$ cat src/rtl/posit_add_issue_es3.sv
// rtl/posit_add_issue_es3.sv - issue-side controller for the pipelined es3 posit adder
//
// Accepts operand pairs on an upstream valid/ready stream, issues them to a
// fixed-latency adder over its start/done interface, captures each result in a
// FIFO and presents the FIFO head downstream on a valid/ready stream.
// Credit-based flow control: an operand is only accepted while the number of
// issued-but-not-popped operations is below DEPTH, so every result that comes
// back from the adder has a FIFO slot waiting for it.
//
// Ports:
//   clk, reset            clock, synchronous active-high reset
//   op_valid/op_ready     upstream operand handshake, op_a/op_b operands
//   add_in1/add_in2       operands to the adder (combinational pass-through)
//   add_start             issue strobe to the adder
//   add_result/inf/zero   adder result and flags, qualified by add_done
//   res_valid/res_ready   downstream result handshake
//   res_data/inf/zero     FIFO head (driven to 0 while the FIFO is empty)
//   outstanding           issued operations not yet popped
//   err                   sticky: unexpected done, or done into a full FIFO

module posit_add_issue_es3 #(
    parameter int NBITS = 32,
    parameter int LAT   = 8,
    parameter int DEPTH = 16
) (
    input  logic                       clk,
    input  logic                       reset,
    input  logic                       op_valid,
    output logic                       op_ready,
    input  logic [NBITS-1:0]           op_a,
    input  logic [NBITS-1:0]           op_b,
    output logic [NBITS-1:0]           add_in1,
    output logic [NBITS-1:0]           add_in2,
    output logic                       add_start,
    input  logic [NBITS-1:0]           add_result,
    input  logic                       add_inf,
    input  logic                       add_zero,
    input  logic                       add_done,
    output logic                       res_valid,
    input  logic                       res_ready,
    output logic [NBITS-1:0]           res_data,
    output logic                       res_inf,
    output logic                       res_zero,
    output logic [$clog2(DEPTH):0]     outstanding,
    output logic                       err
);

    localparam int AW = $clog2(DEPTH);
    localparam int CW = AW + 1;
    localparam int DW = $clog2(LAT + 1);
    localparam int EW = NBITS + 2;

    localparam logic [DW-1:0] DRAIN_START = DW'(LAT);
    localparam logic [CW-1:0] DEPTH_C     = CW'(DEPTH);

    typedef enum logic {
        ST_DRAIN = 1'b0,
        ST_RUN   = 1'b1
    } state_t;

    state_t           state_q, state_d;
    logic [DW-1:0]    drain_cnt_q, drain_cnt_d;
    logic [CW-1:0]    credits_q, credits_d;
    logic [CW-1:0]    inflight_q, inflight_d;
    logic [CW-1:0]    wptr_q, wptr_d;
    logic [CW-1:0]    rptr_q, rptr_d;
    logic             err_q, err_d;
    logic [EW-1:0]    mem_q [DEPTH];

    logic             run;
    logic             issue;
    logic             pop;
    logic             fifo_empty;
    logic             fifo_full;
    logic             done_seen;
    logic             wr_en;
    logic [EW-1:0]    head;

    // ------------------------------------------------------------------
    // Control FSM: after reset the adder pipeline still holds stale work,
    // so nothing is issued and every done is ignored until LAT cycles of
    // drain have flushed all of its stages.
    // ------------------------------------------------------------------
    always_ff @(posedge clk) begin
        if (reset) begin
            state_q     <= ST_DRAIN;
            drain_cnt_q <= DRAIN_START;
        end else begin
            state_q     <= state_d;
            drain_cnt_q <= drain_cnt_d;
        end
    end

    always_comb begin
        state_d     = state_q;
        drain_cnt_d = drain_cnt_q;
        case (state_q)
            ST_DRAIN: begin
                if (drain_cnt_q == '0) begin
                    state_d = ST_RUN;
                end else begin
                    drain_cnt_d = drain_cnt_q - 1'b1;
                end
            end
            ST_RUN: begin
                state_d = ST_RUN;
            end
            default: begin
                state_d = ST_DRAIN;
            end
        endcase
    end

    assign run = (state_q == ST_RUN);

    // ------------------------------------------------------------------
    // Issue path. op_ready looks only at registered state, so a pop in
    // the current cycle frees a credit for the next cycle, not this one.
    // ------------------------------------------------------------------
    assign op_ready  = run && (credits_q != '0);
    assign issue     = op_valid && op_ready;
    assign add_in1   = op_a;
    assign add_in2   = op_b;
    assign add_start = issue;

    // ------------------------------------------------------------------
    // Result FIFO. Pointers carry one extra wrap bit so that full and
    // empty are distinguishable when the index bits match.
    // ------------------------------------------------------------------
    assign fifo_empty = (wptr_q == rptr_q);
    assign fifo_full  = (wptr_q[AW-1:0] == rptr_q[AW-1:0]) && (wptr_q[AW] != rptr_q[AW]);
    assign res_valid  = !fifo_empty;
    assign pop        = res_valid && res_ready;

    // A done is only legitimate while something is in flight; a full FIFO
    // may still take it when the head leaves in the same cycle.
    assign done_seen = run && add_done;
    assign wr_en     = done_seen && (inflight_q != '0) && (!fifo_full || pop);

    assign head     = mem_q[rptr_q[AW-1:0]];
    assign res_data = res_valid ? head[NBITS-1:0] : '0;
    assign res_zero = res_valid ? head[NBITS]     : 1'b0;
    assign res_inf  = res_valid ? head[NBITS+1]   : 1'b0;

    always_ff @(posedge clk) begin
        if (wr_en) begin
            mem_q[wptr_q[AW-1:0]] <= {add_inf, add_zero, add_result};
        end
    end

    // ------------------------------------------------------------------
    // Counters
    // ------------------------------------------------------------------
    always_comb begin
        credits_d = credits_q;
        case ({issue, pop})
            2'b10:   credits_d = credits_q - 1'b1;
            2'b01:   credits_d = credits_q + 1'b1;
            default: credits_d = credits_q;
        endcase
    end

    always_comb begin
        inflight_d = inflight_q;
        case ({issue, wr_en})
            2'b10:   inflight_d = inflight_q + 1'b1;
            2'b01:   inflight_d = inflight_q - 1'b1;
            default: inflight_d = inflight_q;
        endcase
    end

    always_comb begin
        wptr_d = wptr_q;
        rptr_d = rptr_q;
        if (wr_en) begin
            wptr_d = wptr_q + 1'b1;
        end
        if (pop) begin
            rptr_d = rptr_q + 1'b1;
        end
    end

    assign err_d = err_q || (done_seen && !wr_en);

    always_ff @(posedge clk) begin
        if (reset) begin
            credits_q  <= DEPTH_C;
            inflight_q <= '0;
            wptr_q     <= '0;
            rptr_q     <= '0;
            err_q      <= 1'b0;
        end else begin
            credits_q  <= credits_d;
            inflight_q <= inflight_d;
            wptr_q     <= wptr_d;
            rptr_q     <= rptr_d;
            err_q      <= err_d;
        end
    end

    assign outstanding = DEPTH_C - credits_q;
    assign err         = err_q;

endmodule

$ cat config.mk
export PLATFORM = sky130hd
export DESIGN_NAME = posit_add_issue_es3
export DESIGN_NICKNAME = d
export VERILOG_FILES = /design/src/rtl/posit_add_issue_es3.sv
export SDC_FILE = /design/constraint.sdc
export NUM_CORES = 1
export LEC_CHECK = 0
export BUFFER_PORTS_ARGS = -buffer_cell sky130_fd_sc_hd__clkbuf_2
export CAP_MARGIN = 25
export CORE_MARGIN = 2
export CORE_UTILIZATION = 30
export CTS_CLUSTER_SIZE = 24
export DETAILED_ROUTE_END_ITERATION = 12
export GPL_ROUTABILITY_DRIVEN = 1
export GPL_TIMING_DRIVEN = 0
export HOLD_SLACK_MARGIN = 0.1
export PLACE_DENSITY = 0.49
export SLEW_MARGIN = 0
export SYNTH_ARGS = -nofsm -noshare
export SYNTH_HDL_FRONTEND = slang
export SYNTH_SLANG_ARGS = --single-unit
export TNS_END_PERCENT = 5
$ cat constraint.sdc
create_clock -name clk -period 9.4 [get_ports clk]
set_input_delay 2.35 -clock clk [delete_from_list [all_inputs] [get_ports clk]]
set_output_delay 2.35 -clock clk [all_outputs]
set_load 0.01 [all_outputs]
# ---- Word-level counts from Yosys, hierarchy flattened
# Memories as Yosys holds them, arrays and structs flattened. A register that Yosys moved wholly into a read port is not among the register bits.
# Index checks and enable logic that the tools add are counted.
dict set report classes {
  n_bitwise 2
  n_reduce_logical 19
  n_addsub 8
  mux 11
  n_eq_ne 7
}
# cell count
set ops {}
lappend ops {{32-bit 2-to-1 mux} 1}
lappend ops {{5-bit by 1-bit adder with 5-bit output (second input constant)} 4}
lappend ops {{5-bit case mux with 2 select lines} 2}
lappend ops {{5-bit nonzero test} 2}
lappend ops {{5-bit by 1-bit subtractor with 5-bit output (second input constant)} 2}
lappend ops {{1-bit logical AND} 8}
lappend ops {{4-bit 2-to-1 mux} 2}
lappend ops {{5-bit == test} 1}
lappend ops {{1-bit 2-to-1 mux} 5}
lappend ops {{5-bit subtractor (first input constant)} 1}
lappend ops {{2-bit by 1-bit == test with 1-bit output (second input constant)} 2}
lappend ops {{2-bit == test (second input constant)} 2}
lappend ops {{4-bit == test} 1}
lappend ops {{4-bit zero test} 1}
lappend ops {{2-bit nonzero test} 2}
lappend ops {{4-bit by 1-bit subtractor with 4-bit output (second input constant)} 1}
lappend ops {{1-bit zero test} 3}
lappend ops {{1-bit logical OR} 2}
lappend ops {{1-bit NOT} 2}
lappend ops {{1-bit case mux with 2 select lines} 1}
lappend ops {{2-bit AND reduction} 1}
lappend ops {{1-bit != test} 1}
dict set report word_totals {
  n_memories 1
  ram_bits 544
  word_cells 55
  regBits 26
  input_bits 103
}
# memory words word_bits read_ports rd_ports_with_merged_regs write_ports line_no
set mem_list {}
lappend mem_list {mem_q 16 34 1 1 1 68} ;# logic [EW-1:0] mem_q [DEPTH];

# ---- Logic depth before layout (Yosys ltp)
# Gate-level depths: netlist of run 1.
dict set report logic_depth {
  ltp_word 8
  depth_mapped 15
}

# ---- Worst setup path before layout of run 1
# No wires, ideal clock.
dict set report synth_path {
  path_kind {input to register}
  from {input port add_done}
  to {memory mem_q[3][0] (netlist name), enable pin}
  path_slack_ns 3.847
  arrival_ns 5.085
  t_required_ns 8.932
  cell_stages 4
  setup_ns 0.468
  cell_sequence {nand2_1 a21oi_1 o211ai_1 nor3_1}
}
dict set report synth_between {
  elab_chain_cells 5
}
# item line_no
set synth_lines {}
lappend synth_lines {{from (decl)} 38} ;# input logic add_done,
lappend synth_lines {{1-bit logical AND} 137} ;# assign done_seen = run && add_done;
lappend synth_lines {{1-bit logical AND (2 in series)} 138} ;# assign wr_en = done_seen && (inflight_q != '0) && (!fifo_full || pop);
lappend synth_lines {{1-bit 2-to-1 mux} 146} ;# if (wr_en) begin
lappend synth_lines {{1-bit 2-to-1 mux (implied by the code)} 147} ;# mem_q[wptr_q[AW-1:0]] <= {add_inf, add_zero, add_result};
lappend synth_lines {{to (decl)} 68}
# Every way passes these cells.

==> reports/metrics.cfg, run 1 <==
[cells_and_area]
layout.nets=1451
final_area_um2=26700
final_cell_mix=edfxtp_1 (544), clkbuf_2 (145), mux4_2 (136), o22ai_1 (68), buf_4 (65)
area_delta_synth_final_pct=18.8
final_common_cell=edfxtp_1
drive_above_1_share_pct=36.5
antennaDiodeCount=0

[routing]
drc_errors=0
routed-via-count=11200
top_layer_used=met5
drt-wirelength-per-cell_um=22.8
postRouteAntennaNets=0
met2_length_um=26000
wl_met1_um=24200
routed_wl_um=53600
dr.pass1.iters=7
drtIter0Drc=940
wl_met3_um=2550
via_per_inst=4.78

[cts]
hold_buffers=0
cts_max_path_buffers=3
worstSkewPairLatency_ps=620
clk_pin_slew_worst_paths_ps=60
cts_buffers=61
cts.sinks=574
cts_tree=built
cts_setup_buffers=0
cts_root_buf=clkbuf_16
htreeDepth=2
ctsResizeCount=0

[place]
placed_cell_area_um2=24800
hpwl_um=34700
port_buffers=145
gp_congestion=0.705

[sta]
finalSetupViolations=0
worst_pin_slew_ps=964
maxSlewHeadroom_pct=35.7
fin_skew_ps=18.1
tns_ps=0
fin_crit_sh_pct=61.9
min_period_ps=5820
clock.fmax_mhz=172
drv_slew=0
rsz0062_at_grt=false
hold_violations=0

[synthesis]
synthCells=1106
ys_ff_latch=574
synthArstFlopShare_pct=0
synthDistinctLibCells=42
synth_fp_nets=1225
avgSynthCellArea_um2=20.3
yosys_warnings=0
synth_area_um2=22500
synth_enable_flop_cells=544
synth_flop_cell=edfxtp_1
seq_area_frac_synth_pct=75.3

[setup_path]
crit_arrival_ps=3470
start_kind=register
crit_required_ps=7050
path_buf_inv=5
cp_max_fo=10
cp_slowest_cell=nor3_1
critPathKind=reg -> out
crit_chain=clkbuf_1 -> buf_2 -> nand2b_1 -> buf_2 -> buf_2 -> o22ai_1 -> nor3_1 -> clkbuf_2
crit_family=buffers and inverters
path_common_cell=buf_2
crit_path_end_kind=output pin
cpPeakStageDelay_ps=540

[grt]
grt_use_total_pct=13.8
grt_pass1_wl_um=78200
grt_max_degree=36
first_global_vias=11700
grt_antenna_before_repair=1
grt_overflow_total=0

[floorplan]
core_area_um2=74300
dieArea_um2=77200
ioPinCount=210
initial_utilization_pct=30.3
die_w_um=278
die-height_um=278
row_count=100

[outcome]
status=finished, final reports clean

[worst_hold_path]
hp-class=reg -> reg

[run]
cap_violations=0

[power_and_ir_drop]
vdd_drop_max_mv=0.175
p_per_area_nw_per_um2=198
p_leak_nw=8.77

state kept, by name, indices dropped and copies added, names as in the netlist, named ones only:
name / count
credits_q: 5
drain_cnt_q: 4
wptr_q: 5
mem_q: 544
inflight_q: 5
err: 1
run: 1
rptr_q: 5
worst paths after layout:
| check | from | endpoint | slack, ps | depth (start not counted) |
|---|---|---|---|---|
| worst min-delay path | rptr_q[4]$_SDFFE_PP0N_ | rptr_q[4]$_SDFFE_PP0N_ | 500 | 2 |
| worst max-delay path | register | res_data[0] | 3580 | 8 |
| worst max register to register | inflight_q[1]$_SDFFE_PP0P_ | inflight_q[2]$_SDFFE_PP0P_ | 6290 | 14 |
| worst min register to register | rptr_q[4]$_SDFFE_PP0N_ | rptr_q[4]$_SDFFE_PP0N_ | 500 | 2 |
metal layers:
metal	vias up	track usage, %
met5	-	0
li1	4930	-
met2	335	23.2
met3	67	2.59
met1	5893	18.8
met4	2	2.90
cells by family (layout without fill, tap and decap cells):
| family | count (synthesis) | in the layout | share of synthesized area, % |
|---|---|---|---|
| DFF | 574 | 574 | 75.3 |
| muxes | 144 | 144 | 14.0 |
| buffers and inverters | 139 | 412 | 3.65 |
| and+or+nand+nor | 115 | 115 | 2.61 |
| AOI/OAI and AO/OA | 95 | 95 | 2.64 |
| xor gates and xnor gates | 23 | 23 | 0.895 |
| adders and majority gates | 16 | 16 | 0.923 |
Yosys cell counts, types with 2 or more instances:
cell / n / share of area [%]
o211ai_1: 4 / 0.13
buf_6: 2 / 0.10
buf_2: 33 / 0.73
nand4_1: 2 / 0.056
xnor2_1: 11 / 0.43
ha_1: 15 / 0.83
edfxtp_1: 544 / 73
o22ai_1: 68 / 1.9
clkbuf_1: 19 / 0.32
a21oi_1: 10 / 0.22
mux4_2: 136 / 14
a21o_1: 3 / 0.10
buf_4: 65 / 2.2
and3_1: 13 / 0.36
nor2b_1: 8 / 0.22
nand2_1: 6 / 0.10
o21ai_0: 4 / 0.089
nor3_1: 39 / 0.87
a31oi_1: 2 / 0.056
or3_1: 2 / 0.056
xor2_1: 12 / 0.47
buf_1: 5 / 0.083
mux2i_1: 6 / 0.27
inv_1: 15 / 0.25
nor2_1: 32 / 0.53
nand3_1: 2 / 0.044
dfxtp_1: 30 / 2.7
nand2b_1: 4 / 0.11
stage by stage:
stage / cells / worst slack [ps] / util (%) / power [mW] / hold slack [ps]
3_5_place_dp: 2238 / 4120 / 33.4 / 3.06 / 483
6_report: 2348 / 3580 / 36.0 / 5.29 / 498
5_1_grt: 2348 / 3310 / 36.0 / 5.47 / 521
4_1_cts: 2348 / 3440 / 36.0 / 5.35 / 501
3_3_place_gp: 2220 / 914 / 32.9 / 3.06 / 473
2_1_floorplan: 1106 / 3850 / - / 2.98 / 465
final cells by class:
class / count / area (um2)
Fill cell: 6927 / 47600
Sequential cell: 574 / 16900
Multi-Input combinational cell: 393 / 4780
Clock buffer: 80 / 1670
Tap cell: 969 / 1210
Timing Repair Buffer: 163 / 1080
Buffer: 124 / 766
Clock inverter: 30 / 235
Inverter: 15 / 56.3
report_power, final:
| group | internal, mW | switching [mW] | total [mW] |
|---|---|---|---|
| logic | 0.0811 | 0.104 | 0.185 |
| registers | 2.81 | 0.0120 | 2.82 |
| clock network | 1.32 | 0.962 | 2.29 |
| total | 4.21 | 1.08 | 5.29 |
tightest hold or removal path, cell delays in order, from the launching register on:
cell	delay, ps
dfxtp_1	320
o21ai_0	70
a21oi_1	60
(Power assumes the default switching activity.)
==> run 2, diff against run 1 <==
PLACE_DENSITY = 0.51   (was 0.49)
clock period = 4.9 ns   (was 9.4 ns; I/O delays follow)
==> reports/metrics.cfg, run 2 (synthesis results as in run 1) <==
[routing]
via_per_inst=4.78  ; about the same
drtIter0Drc=762  ; -19%
drt-wirelength-per-cell_um=22.8  ; -0.10%
routed-via-count=11200  ; -0.071%
dr.pass1.iters=4  ; -3
routed_wl_um=53600  ; -0.14%
postRouteAntennaNets=0  ; unchanged
drc_errors=0  ; unchanged

[cells_and_area]
largest_reg_flops=544  ; unchanged
area_delta_synth_final_pct=19.0
post-route-util_pct=36.0  ; +0.040 points
antennaDiodeCount=0  ; unchanged
n_fill_cell=6926  ; -0.014%
drive_above_1_share_pct=37.0  ; +0.46 points
layout.nets=1449  ; -0.14%
final_common_cell=edfxtp_1
final_area_um2=26800  ; +0.11%
final_cell_mix=edfxtp_1 (544), clkbuf_2 (147), mux4_2 (136), o22ai_1 (68), buf_4 (65)

[grt]
grt_use_total_pct=13.9  ; +0.047 points
grt_pass1_wl_um=78300  ; +0.15%
grt_overflow_total=0  ; unchanged
grt_max_degree=36  ; unchanged
grt_antenna_before_repair=5  ; +4
first_global_vias=11800  ; +0.79%

[cts]
cts_buffers=59  ; -3.3%
cts_root_buf=clkbuf_16
worstSkewPairLatency_ps=620  ; about the same
clk_pin_slew_worst_paths_ps=60  ; about the same
cts.sinks=574  ; unchanged
cts_tree=built
cts_setup_buffers=0  ; unchanged
cts_max_path_buffers=3  ; unchanged
hold_buffers=0  ; unchanged
htreeDepth=2  ; unchanged

[setup_path]
crit_chain=clkbuf_1 -> buf_2 -> nand2b_1 -> buf_2 -> buf_2 -> o22ai_1 -> nor3_1 -> clkbuf_2
cpPeakStageDelay_ps=550  ; about the same
crit_arrival_ps=3410  ; -60 ps
path_common_cell=buf_2
critPathKind=reg -> out
start_kind=register
crit_path_end_kind=output pin
cp_slowest_cell=nor3_1
cp_max_fo=10  ; unchanged
crit_required_ps=3670  ; -3380 ps

[sta]
fin_skew_ps=21.9  ; +3.83 ps
finalSetupViolations=0  ; unchanged
hold_violations=0  ; unchanged
maxSlewHeadroom_pct=34.4  ; -1.4 points
worst_pin_slew_ps=984  ; +20.5 ps
rsz0062_at_grt=false
fin_crit_sh_pct=94.5
drv_slew=0  ; unchanged
min_period_ps=4630
tns_ps=0  ; unchanged
clock.fmax_mhz=216

[worst_hold_path]
hp-class=reg -> reg

[power_and_ir_drop]
p_per_area_nw_per_um2=385  ; +94%
p_leak_nw=8.78  ; +0.13%
vdd_drop_max_mv=0.245  ; +40%
finalPower_mw=10.3  ; +94%

[place]
hpwl_um=33600  ; -3.3%
gp_congestion=0.714  ; +1.3%
port_buffers=145  ; unchanged
placed_cell_area_um2=24800  ; -0.12%

[run]
cap_violations=0  ; unchanged

[floorplan]
row_count=100  ; unchanged
initial_utilization_pct=30.3  ; unchanged
ioPinCount=210  ; unchanged
die_w_um=278  ; unchanged
core_area_um2=74300  ; unchanged
dieArea_um2=77200  ; unchanged
die-height_um=278  ; unchanged

[outcome]
status=finished, final reports clean

[run 2: changes by cell type in the layout (fill, tap and decap cells not counted), sizes merged]
cell / before / now
clkinv: 26 / 23
bufinv: 3 / 7
clkbuf: 244 / 239
clkinvlp: 0 / 2
inv: 16 / 17
[run 2: metal layers]
metal | up-vias | routed length, um | share of wire [%] | track usage (%)
met5 | - | 48 | 0.090 | 0
met4 | 8 | 825 | 1.5 | 3.04
met3 | 72 | 2890 | 5.4 | 2.78
met2 | 333 | 26000 | 48 | 23.2
met1 | 5885 | 23800 | 44 | 18.7
li1 | 4921 | - | - | -
[run 2: path summary, 6_finish.rpt]
kind	from	end	slack (ps)	depth (start not counted)
worst max-delay path	register	res_data[1]	270	8
worst min-delay path	rptr_q[4]$_SDFFE_PP0N_	rptr_q[4]$_SDFFE_PP0N_	500	2
worst max register to register	inflight_q[1]$_SDFFE_PP0P_	inflight_q[4]$_SDFFE_PP0P_	1680	15
worst min register to register	rptr_q[4]$_SDFFE_PP0N_	rptr_q[4]$_SDFFE_PP0N_	500	2
[run 2: cell type report]
class / instances / area [um2] / share of cell area (%)
clock buffer: 75 / 1610 / 6.01
clock inverter: 34 / 355 / 1.33
multi-input combinational: 393 / 4780 / 17.8
sequential: 574 / 16900 / 63.3
inverter: 15 / 56.3 / 0.210
tap: 969 / 1210 / 4.53
timing repair buffer: 163 / 1050 / 3.93
buffer: 124 / 768 / 2.87
[run 2: worst max-delay path, delay by kind of cell, from the launching register on]
| family | cells | cell delay, ps |
|---|---|---|
| buf+inv | 5 | 1640 |
| simple gates | 2 | 700 |
| compound gates | 1 | 110 |
| flops | 1 | 350 |
[run 2: repair_timing]
item,4_1_cts,5_1_grt
endpoints found under the setup margin,0,1
endpoints found under the hold margin,0,0
gates resized for setup,0,5
[run 2: power breakdown]
group          switching [mW]  leakage [nW]  total (mW)  internal (mW)
Clock                    1.85         0.960        4.52           2.68
Combinational           0.201          2.69       0.356          0.155
Sequential             0.0233          5.13        5.41           5.39
Total                    2.07          8.78        10.3           8.22
[run 2: stage by stage]
step / hold slack, ps / setup WS, ps / instances
floorplan: 465 / 472 / 1106
global placement: 482 / -2520 / 2220
detailed placement: 492 / 708 / 2238
CTS: 501 / 4.82 / 2347
global route: 550 / 19.2 / 2347
finish: 504 / 268 / 2347
==> run 3, diff against run 2 <==
CORE_MARGIN = unset   (was 2)
RECOVER_POWER = 50   (was unset)
==> reports/metrics.cfg, run 3 (synthesis results as in run 1) <==
[grt]
first_global_vias=11800  ; -0.20%
grt_use_total_pct=14.2  ; +0.30 points
grt_overflow_total=0  ; unchanged
grt_pass1_wl_um=78100  ; -0.17%
grt_antenna_before_repair=5  ; unchanged
grt_max_degree=36  ; unchanged

[setup_path]
crit_family=simple AND/OR/NAND/NOR gates
critPathKind=reg -> out
crit_required_ps=3670  ; about the same
start_kind=register
reg2reg_from=inflight_q[1]$_SDFFE_PP0P_
cp_max_fo=10  ; unchanged
crit-reg2reg-capture=mem_q[8][8]$_DFFE_PP_
cpPeakStageDelay_ps=740  ; +190 ps
path_buf_inv=3  ; -2
crit_path_end_kind=output pin
crit_arrival_ps=3420  ; about the same
rrSetupSlack_ps=880  ; -800 ps
cp_slowest_cell=nor2_2
reg2reg_depth=7  ; -8
crit_chain=buf_2 -> xnor2_1 -> nand4_1 -> nor2_2 -> clkbuf_1 -> nor3_1 -> clkbuf_2

[sta]
worst_pin_slew_ps=2110  ; +1120 ps
drv_slew=27  ; +27
maxSlewHeadroom_pct=-40.4  ; -75 points
setup_slack_ps=259  ; -9.57 ps
finalSetupViolations=0  ; unchanged
rsz0062_at_grt=false
min_period_ps=4640  ; +9.57 ps
tns_ps=0  ; unchanged
hold_violations=0  ; unchanged
clock.fmax_mhz=215  ; -0.21%
fin_crit_sh_pct=94.7  ; +0.20 points
fin_skew_ps=23.9  ; +1.92 ps

[routing]
via_per_inst=4.81  ; +0.54%
dr.pass1.iters=4  ; unchanged
routed_wl_um=53600  ; about the same
met2_length_um=26300  ; +1.3%
wl_met1_um=23300  ; -2.4%
top_layer_used=met5
routed-via-count=11300  ; +0.67%
drtIter0Drc=773  ; +1.4%
drc_errors=0  ; unchanged
postRouteAntennaNets=0  ; unchanged
wl_met3_um=2930  ; +1.1%
drt-wirelength-per-cell_um=22.8  ; about the same

[cts]
cts_tree=built
cts.sinks=574  ; unchanged
cts_max_path_buffers=3  ; unchanged
htreeDepth=2  ; unchanged
hold_buffers=0  ; unchanged
clk_pin_slew_worst_paths_ps=60  ; about the same
worstSkewPairLatency_ps=630  ; about the same
cts_root_buf=clkbuf_16
cts_buffers=60  ; +1.7%

[floorplan]
row_count=100  ; unchanged
core_area_um2=74300  ; unchanged
dieArea_um2=76100  ; -1.4%
die-height_um=276  ; -0.72%
ioPinCount=210  ; unchanged
die_w_um=276  ; -0.72%
initial_utilization_pct=30.3  ; unchanged

[place]
placed_cell_area_um2=24800  ; about the same
dp_worst_setup_slack_ps=747  ; +39.0 ps
port_buffers=145  ; unchanged
hpwl_um=34200  ; +1.8%
gp_congestion=0.699  ; -2.2%

[cells_and_area]
final_common_cell=edfxtp_1
layout.nets=1451  ; +0.14%
antennaDiodeCount=0  ; unchanged
final_area_um2=26600  ; -0.61%
post-route-util_pct=35.8  ; -0.22 points
area_delta_synth_final_pct=18.2
n_fill_cell=6968  ; +0.61%
final_cell_mix=edfxtp_1 (544), mux4_2 (136), clkbuf_2 (111), clkbuf_1 (68), o22ai_1 (68)
largest_reg_flops=544  ; unchanged
drive_above_1_share_pct=33.4  ; -3.6 points

[outcome]
status=complete, but fails checks
violations=capacitance limit, slew limit

[power_and_ir_drop]
p_leak_nw=8.63  ; -1.7%
swShare_pct=20.8  ; +0.66 points
vdd_drop_max_mv=0.288  ; +18%
combinationalPowerShare_pct=3.5  ; about the same
pwr-share-clk_pct=42.9  ; -1.1 points
p_seq_share_pct=53.6  ; +1.0 points
p_per_area_nw_per_um2=380  ; -1.2%
power_switching_mw=2.10  ; +1.4%
internal-power_mw=8.01  ; -2.6%

[worst_hold_path]
hp-class=reg -> reg
min_to=err$_SDFF_PP0_
hold_start=err$_SDFF_PP0_
hold_depth=1  ; -1

[run]
cap_violations=1  ; +1

[run 3: power by group through the flow]
stage	registers (mW)	clock network (mW)	logic [mW]
finish	5.41	4.34	0.355
detailed placement	5.52	0	0.364
global placement	5.51	0	0.355
global route	5.41	4.62	0.400
floorplan	5.51	0	0.212
CTS	5.41	4.44	0.366
[run 3: how the worst max path moves through the flow]
stage,start,end,slack (ps),cells past startpoint
floorplan,add_done,mem_q[3][0]$_DFFE_PP_,470,4
global placement,add_done,mem_q[3][14]$_DFFE_PP_,-2630,5
detailed placement,register,res_data[17],750,7
CTS,register,res_data[17],70,7
global route,register,res_data[0],30,8
finish,wptr_q[3]$_SDFFE_PP0P_,res_data[3],260,7
[run 3: stage by stage]
stage	cells	hold slack [ps]	power, mW
3_5_place_dp	2239	479	5.88
6_report	2350	498	10.1
3_3_place_gp	2220	472	5.87
4_1_cts	2350	503	10.2
5_1_grt	2350	535	10.4
2_1_floorplan	1106	465	5.72
[run 3: what timing repair did]
action / 4_1_cts / 5_1_grt
buffers inserted: 0 / 0
resized for setup: 1 / 0
setup endpoints to repair: 1 / 0
[run 3: final cells by class]
class	count	area, um2	area share, %
Buffer	124	758	2.85
Clock buffer	75	1600	6.01
Clock inverter	36	273	1.03
Inverter	15	56.3	0.212
Multi-Input combinational cell	393	4760	17.9
Sequential cell	574	16900	63.7
Tap cell	969	1210	4.56
Timing Repair Buffer	164	1010	3.78
[run 3: per-layer routing]
layer	global-route usage, %	up-vias
li1	-	4924
met1	18.8	5955
met2	23.7	333
met3	3.04	72
met4	3.37	10
met5	0	-
[run 3: worst register-to-register path, delay by kind of cell, from the launching register on]
kind                   cells  cell delay, ps
AOI/OAI and AO/OA          2             380
buffers and inverters      3            2180
DFF                        1             300
and+or+nand+nor            2             720
